<file path="config.mk">
export PLATFORM = sky130hd
export DESIGN_NAME = seg_shift_rx
export DESIGN_NICKNAME = d
export VERILOG_FILES = /design/src/rtl/seg_rx_pkg.sv /design/src/rtl/seg_shift_rx_sync_edge.sv /design/src/rtl/seg_shift_rx.sv
export SDC_FILE = /design/constraint.sdc
export NUM_CORES = 1
export LEC_CHECK = 0
export ABC_AREA = 1
export CAP_MARGIN = 5
export CORE_MARGIN = 3
export CORE_UTILIZATION = 45
export DETAILED_ROUTE_END_ITERATION = 7
export GPL_TIMING_DRIVEN = 0
export PLACE_DENSITY = 0.66
export SLEW_MARGIN = 20
export SYNTH_ARGS = -nofsm -noshare
export SYNTH_HDL_FRONTEND = slang
export SYNTH_SLANG_ARGS = --single-unit
</file>
<file path="constraint.sdc">
create_clock -name clk -period 1.5 [get_ports clk]
set_input_delay 0.375 -clock clk [delete_from_list [all_inputs] [get_ports clk]]
set_output_delay 0.375 -clock clk [all_outputs]
set_load 0.02 [all_outputs]
</file>
<file path="src/rtl/seg_rx_pkg.sv">
// Shared types and default sizing for the serial segment-display receiver.
package seg_rx_pkg;

    localparam int SEG_RX_WIDTH       = 64;
    localparam int SEG_RX_SYNC_STAGES = 2;

    typedef enum logic [1:0] {
        IDLE  = 2'd0,
        SHIFT = 2'd1,
        LATCH = 2'd2
    } seg_rx_state_e;

endpackage

</file>
<file path="src/rtl/seg_shift_rx_sync_edge.sv">
// N-stage level synchronizer with a rising-edge detect against one extra
// registered copy of the synchronized level.
module sync_edge #(
    parameter int STAGES = 2
) (
    input  logic clk,
    input  logic rst_n,
    input  logic d,
    output logic q,
    output logic rise
);

    logic [STAGES-1:0] sync_q;
    logic [STAGES-1:0] sync_d;
    logic              prev_q;
    logic              prev_d;

    always_comb begin
        sync_d = {sync_q[STAGES-2:0], d};
        prev_d = sync_q[STAGES-1];
    end

    always_ff @(posedge clk or negedge rst_n) begin
        if (!rst_n) begin
            sync_q <= '0;
            prev_q <= 1'b0;
        end else begin
            sync_q <= sync_d;
            prev_q <= prev_d;
        end
    end

    assign q    = sync_q[STAGES-1];
    assign rise = sync_q[STAGES-1] & ~prev_q;

endmodule

</file>
<file path="src/rtl/seg_shift_rx.sv">
// Serial-to-parallel display frame receiver (sclk/sdata/pen/clrn) in the clk domain.
// Bit-count checking is built only when SEG_SHIFT_RX_CNT_CHK_EN is defined.
module seg_shift_rx
    import seg_rx_pkg::*;
#(
    parameter int WIDTH       = SEG_RX_WIDTH,
    parameter int SYNC_STAGES = SEG_RX_SYNC_STAGES
) (
    input  logic                          clk,
    input  logic                          RSTN,
    input  logic                          sclk,
    input  logic                          sdata,
    input  logic                          pen,
    input  logic                          clrn,
    output logic [WIDTH-1:0]              dout,
    output logic                          frame_valid,
    output logic                          frame_err,
    output logic [$clog2(WIDTH+2)-1:0]    bit_cnt
);

    logic sclk_s, sclk_rise;
    logic sdata_s, sdata_rise;
    logic pen_s, pen_rise;
    logic clrn_s, clrn_rise;
    logic unused_sync;

    sync_edge #(.STAGES(SYNC_STAGES)) u_sync_sclk (
        .clk(clk), .rst_n(RSTN), .d(sclk), .q(sclk_s), .rise(sclk_rise)
    );
    sync_edge #(.STAGES(SYNC_STAGES)) u_sync_sdata (
        .clk(clk), .rst_n(RSTN), .d(sdata), .q(sdata_s), .rise(sdata_rise)
    );
    sync_edge #(.STAGES(SYNC_STAGES)) u_sync_pen (
        .clk(clk), .rst_n(RSTN), .d(pen), .q(pen_s), .rise(pen_rise)
    );
    sync_edge #(.STAGES(SYNC_STAGES)) u_sync_clrn (
        .clk(clk), .rst_n(RSTN), .d(clrn), .q(clrn_s), .rise(clrn_rise)
    );

    assign unused_sync = ^{sclk_s, sdata_rise, pen_s, clrn_rise};

    seg_rx_state_e    state_q, state_d;
    logic [WIDTH-1:0] shreg_q, shreg_d;
    logic [WIDTH-1:0] dout_q, dout_d;
    logic             frame_valid_q, frame_valid_d;
    logic             latch_en;

    assign latch_en = clrn_s && (state_q == LATCH);

    // A shift is applied even in the LATCH cycle; the latch copies the
    // register as it stood before that cycle's shift.
    always_comb begin
        state_d       = state_q;
        shreg_d       = shreg_q;
        dout_d        = dout_q;
        frame_valid_d = 1'b0;
        if (!clrn_s) begin
            state_d = IDLE;
            shreg_d = '0;
            dout_d  = '0;
        end else begin
            if (sclk_rise) begin
                shreg_d = {shreg_q[WIDTH-2:0], sdata_s};
            end
            case (state_q)
                IDLE: begin
                    if (pen_rise) begin
                        state_d = LATCH;
                    end else if (sclk_rise) begin
                        state_d = SHIFT;
                    end
                end
                SHIFT: begin
                    if (pen_rise) begin
                        state_d = LATCH;
                    end
                end
                LATCH: begin
                    state_d       = IDLE;
                    dout_d        = shreg_q;
                    frame_valid_d = 1'b1;
                end
                default: state_d = IDLE;
            endcase
        end
    end

    always_ff @(posedge clk or negedge RSTN) begin
        if (!RSTN) begin
            state_q       <= IDLE;
            shreg_q       <= '0;
            dout_q        <= '0;
            frame_valid_q <= 1'b0;
        end else begin
            state_q       <= state_d;
            shreg_q       <= shreg_d;
            dout_q        <= dout_d;
            frame_valid_q <= frame_valid_d;
        end
    end

    assign dout        = dout_q;
    assign frame_valid = frame_valid_q;

`ifdef SEG_SHIFT_RX_CNT_CHK_EN
    localparam int               CNT_W    = $clog2(WIDTH + 2);
    localparam logic [CNT_W-1:0] CNT_FULL = CNT_W'(WIDTH);
    localparam logic [CNT_W-1:0] CNT_MAX  = CNT_W'(WIDTH + 1);

    logic [CNT_W-1:0] cnt_q, cnt_d;
    logic             err_q, err_d;

    function automatic logic [CNT_W-1:0] sat_inc(input logic [CNT_W-1:0] v);
        return (v == CNT_MAX) ? v : v + CNT_W'(1);
    endfunction

    // A bit shifted during the LATCH cycle belongs to the next frame.
    always_comb begin
        cnt_d = cnt_q;
        err_d = 1'b0;
        if (!clrn_s) begin
            cnt_d = '0;
        end else begin
            if (latch_en) begin
                err_d = (cnt_q != CNT_FULL);
                cnt_d = '0;
            end
            if (sclk_rise) begin
                cnt_d = sat_inc(cnt_d);
            end
        end
    end

    always_ff @(posedge clk or negedge RSTN) begin
        if (!RSTN) begin
            cnt_q <= '0;
            err_q <= 1'b0;
        end else begin
            cnt_q <= cnt_d;
            err_q <= err_d;
        end
    end

    assign bit_cnt   = cnt_q;
    assign frame_err = err_q;
`else
    assign bit_cnt   = '0;
    assign frame_err = 1'b0;
`endif

endmodule

</file>
==> results_dict.tcl <==
set metrics [dict create \
    hold_path.startpoint "u_sync_clrn.sync_q[0]" \
    swShare_pct 22.4 \
    async_flop_share_pct 100 \
    drt_first_iter_violations 255 \
    power.total_mw 8.37 \
    timing.critical_path.slowest_cell_delay_ns 0.40 \
    fin_cells 811 \
    ys_ff_latch 141 \
    cts_h_tree_lvls 4 \
    dpl-instance-area_sq_um 6630 \
    rsz0062_at_grt "false" \
    globalRouteMet1Util_pct 25.5 \
    cp.required_ns 1.12 \
    total_leakage_power_nw 3.21 \
    met2_usage_pct 28.5 \
    post-synth-top-count-cell "sky130_fd_sc_hd__dfrtp_1" \
    finish.instance_area_sq_um 7160 \
    drt_pre_antenna_iters 4 \
    synth.avg_cell_area_sq_um 10.6 \
    crit_path_cells "clkdlybuf4s15_1" \
    path_max_fanout 2 \
    report.final.slew_viol_count 0 \
    overall_track_demand_over_capacity_in_global_routing_pct 18.2 \
    finalWorstPathRequiredPeriod_ns 1.47 \
    mappedNetlistArea_sq_um 5660 \
    detailroute.via_count 4024 \
    tritoncts.num_buffers 17 \
    crit_buf_inv 1 \
    die_area_sq_um 13900 \
    design.core.area_sq_um 12200 \
    largest_cells_by_area_after_synthesis "sky130_fd_sc_hd__dfrtp_1, sky130_fd_sc_hd__nand3_1, sky130_fd_sc_hd__o21ai_2" \
    r2r.worst_path.cells 5 \
    internal_power_mw 6.50 \
    cp-start-kind "register" \
    timing.setup.critical_path_class "reg2out" \
    skew_ns 0.00818 \
    globalplace.congestion 0.767 \
    maxCapViolCount 0 \
    area.sequential_sq_um 3530 \
    ir_worst_vdd_uv 586 \
    power.share.clock_pct 49.0 \
    filler_cell_count 1056 \
    final_nets 637 \
    avgRoutedWirePerCell_um 14.6 \
    seq_power_share_pct 45.9 \
    setup_viol 0 \
    initial_utilization_pct 46.5 \
    worst_ep_arrival_time_ns 1.09 \
    transition_at_the_pin_with_the_smallest_max_transition_slack_ns 0.555 \
    placement.io_buffers 70 \
    netlist_top_cells_count "sky130_fd_sc_hd__dfrtp_1, sky130_fd_sc_hd__nand3_1, sky130_fd_sc_hd__o21ai_0, sky130_fd_sc_hd__inv_1, sky130_fd_sc_hd__o21ai_2" \
    cts_setup_buffers 0 \
    worst_skew_pair.late_latency_ns 0.40 \
    post_route_cells_drive_above_1_share_pct 21.3 \
    die_x_um 118 \
    io_pins 79 \
    antenna_violating_nets_post_route 0 \
    holdWs_ns 0.347 \
    synth_flop_cell "sky130_fd_sc_hd__dfrtp_1" \
    whs_path_depth 0 \
    cts_tree "done" \
    reg2reg_setup_slack_ns 0.17 \
    clock-sinks 141 \
    critical_path.reg2reg.startpoint "u_sync_sclk.prev_q" \
    powerDensity_nw_per_um2 1170 \
    finalHoldViolCount 0 \
    num_rows 40 \
    synth_sequential_area_ratio_pct 62.4 \
    routed_wl_um 11800 \
    endpoint_worst_hold "u_sync_clrn.sync_q[1]" \
    root_driver "sky130_fd_sc_hd__clkbuf_16" \
    fin_crit_sh_pct 97.9 \
    cpLargestDelayFamily "flip-flops" \
    yosys_warnings 0 \
    clock_tree.buffer_depth 2 \
    grt_pass1_wl_um 20800 \
    detail_route.drc_violations 0 \
    clock.fmax_mhz 681 \
    multiInputGateArea_sq_um 1580 \
    top_usage_layer "met2" \
    post-place-cells 779 \
    clk_transition_reported_paths_ns 0.06 \
    max_slew_margin_pct 63.0 \
    post_synth_inst_count 533 \
    edff_count_synth 0 \
    end_kind "output port" \
    synth_top_area_cell "sky130_fd_sc_hd__dfrtp_1" \
    hold_class "reg2reg" \
    grt_antenna_before_repair 0 \
    largest_net_degree_at_the_start_of_global_routing 106 \
    synth_top_area_share_pct 62.4 \
    flow.area_growth_from_synthesis_pct 26.7 \
    first_global_vias 4222 \
    antennaDiodeCount 0 \
    post_synth_cell_types 15 \
    detailed_place_hpwl_um 7750 \
    die_height_um 118 \
    grt_overflow_total 0 \
    net-switching-power_mw 1.87 \
    global_route.usage.met3_pct 4.18 \
    outcome "finished, final reports clean" \
    comb_power_share_pct 5.2 \
    avgViaCountPerCell 4.96 \
    critical_path.slowest_cell "sky130_fd_sc_hd__dfrtp_1" \
    terminus_of_the_critical_flop_to_flop_path "shreg_q[25]" \
]
routing by layer:
layer	wire, um	share of wire, %	vias up
met5	0	0	-
met4	80	0.68	0
met3	449	3.8	5
met2	5850	50	85
met1	5430	46	1976
li1	-	-	1958
power groups by stage:
stage	Combinational, mW	Clock, mW	Sequential, mW
6_report	0.433	4.10	3.84
5_1_grt	0.487	4.35	3.84
4_1_cts	0.441	4.18	3.84
3_5_place_dp	0.438	0	3.91
3_3_place_gp	0.417	0	3.91
2_1_floorplan	0.250	0	3.91
worst max-delay path by stage:
stage,start,to,slack [ns],depth (start not counted)
floorplan,u_sync_clrn.sync_q[1],shreg_q[0],0.46,4
global placement,RSTN,dout[55],-5.31,1
detailed placement,dout[47],dout[47],0.15,1
CTS,dout[16],dout[16],0.0002,1
global route,dout[42],dout[42],0.00003,1
finish,dout[0],dout[0],0.03,1
kinds of logic after synthesis:
group	after synthesis	share of synthesized area, %
and+or+nand+nor	144	12.6
buffers and inverters	118	10.2
other	1	0.0663
DFF	141	62.4
AOI/OAI and AO/OA	129	14.7
sequential cells by signal, summed over array words and instances (netlist names):
register	flops
u_sync_sdata.sync_q	2
u_sync_sclk.sync_q	2
u_sync_pen.sync_q	2
u_sync_sclk.prev_q	1
frame_valid	1
dout	64
shreg_q	64
u_sync_clrn.sync_q	2
state_q	2
u_sync_pen.prev_q	1
cell usage in the layout (no fill, tap or decap), drive strengths merged, types with 5 or more instances in the layout:
master           n
nand3          130
nor2             5
clkdlybuf4s15   51
dfrtp          141
nand2            9
buf             42
inv             70
clkbuf          38
conb             8
o21ai          129
clkinvlp         5
through the flow:
| stage | util [%] | setup WS (ns) | TNS, ns |
|---|---|---|---|
| floorplan | - | 0.461 | 0 |
| global placement | 54.2 | -5.31 | -748.08 |
| detailed placement | 54.5 | 0.146 | 0 |
| CTS | 58.8 | 0.000153 | 0 |
| global route | 58.9 | 0.0000330 | 0 |
| finish | 58.9 | 0.0315 | 0 |
cell type report:
class | count | share of cell area [%]
flip-flops and latches | 141 | 49.2
multi-input cells | 281 | 22.0
repair buffers | 72 | 9.61
clock buffers | 20 | 6.51
plain buffers | 48 | 4.38
inverters | 70 | 3.67
well taps | 168 | 2.93
clock inverters | 11 | 1.64
repair_timing:
action,in CTS,in global routing
gates cloned,0,0
hold buffers,1,0
setup endpoints to repair,65,54
hold endpoints to repair,36,0
resized for setup,78,58
(Power assumes the default switching activity.)
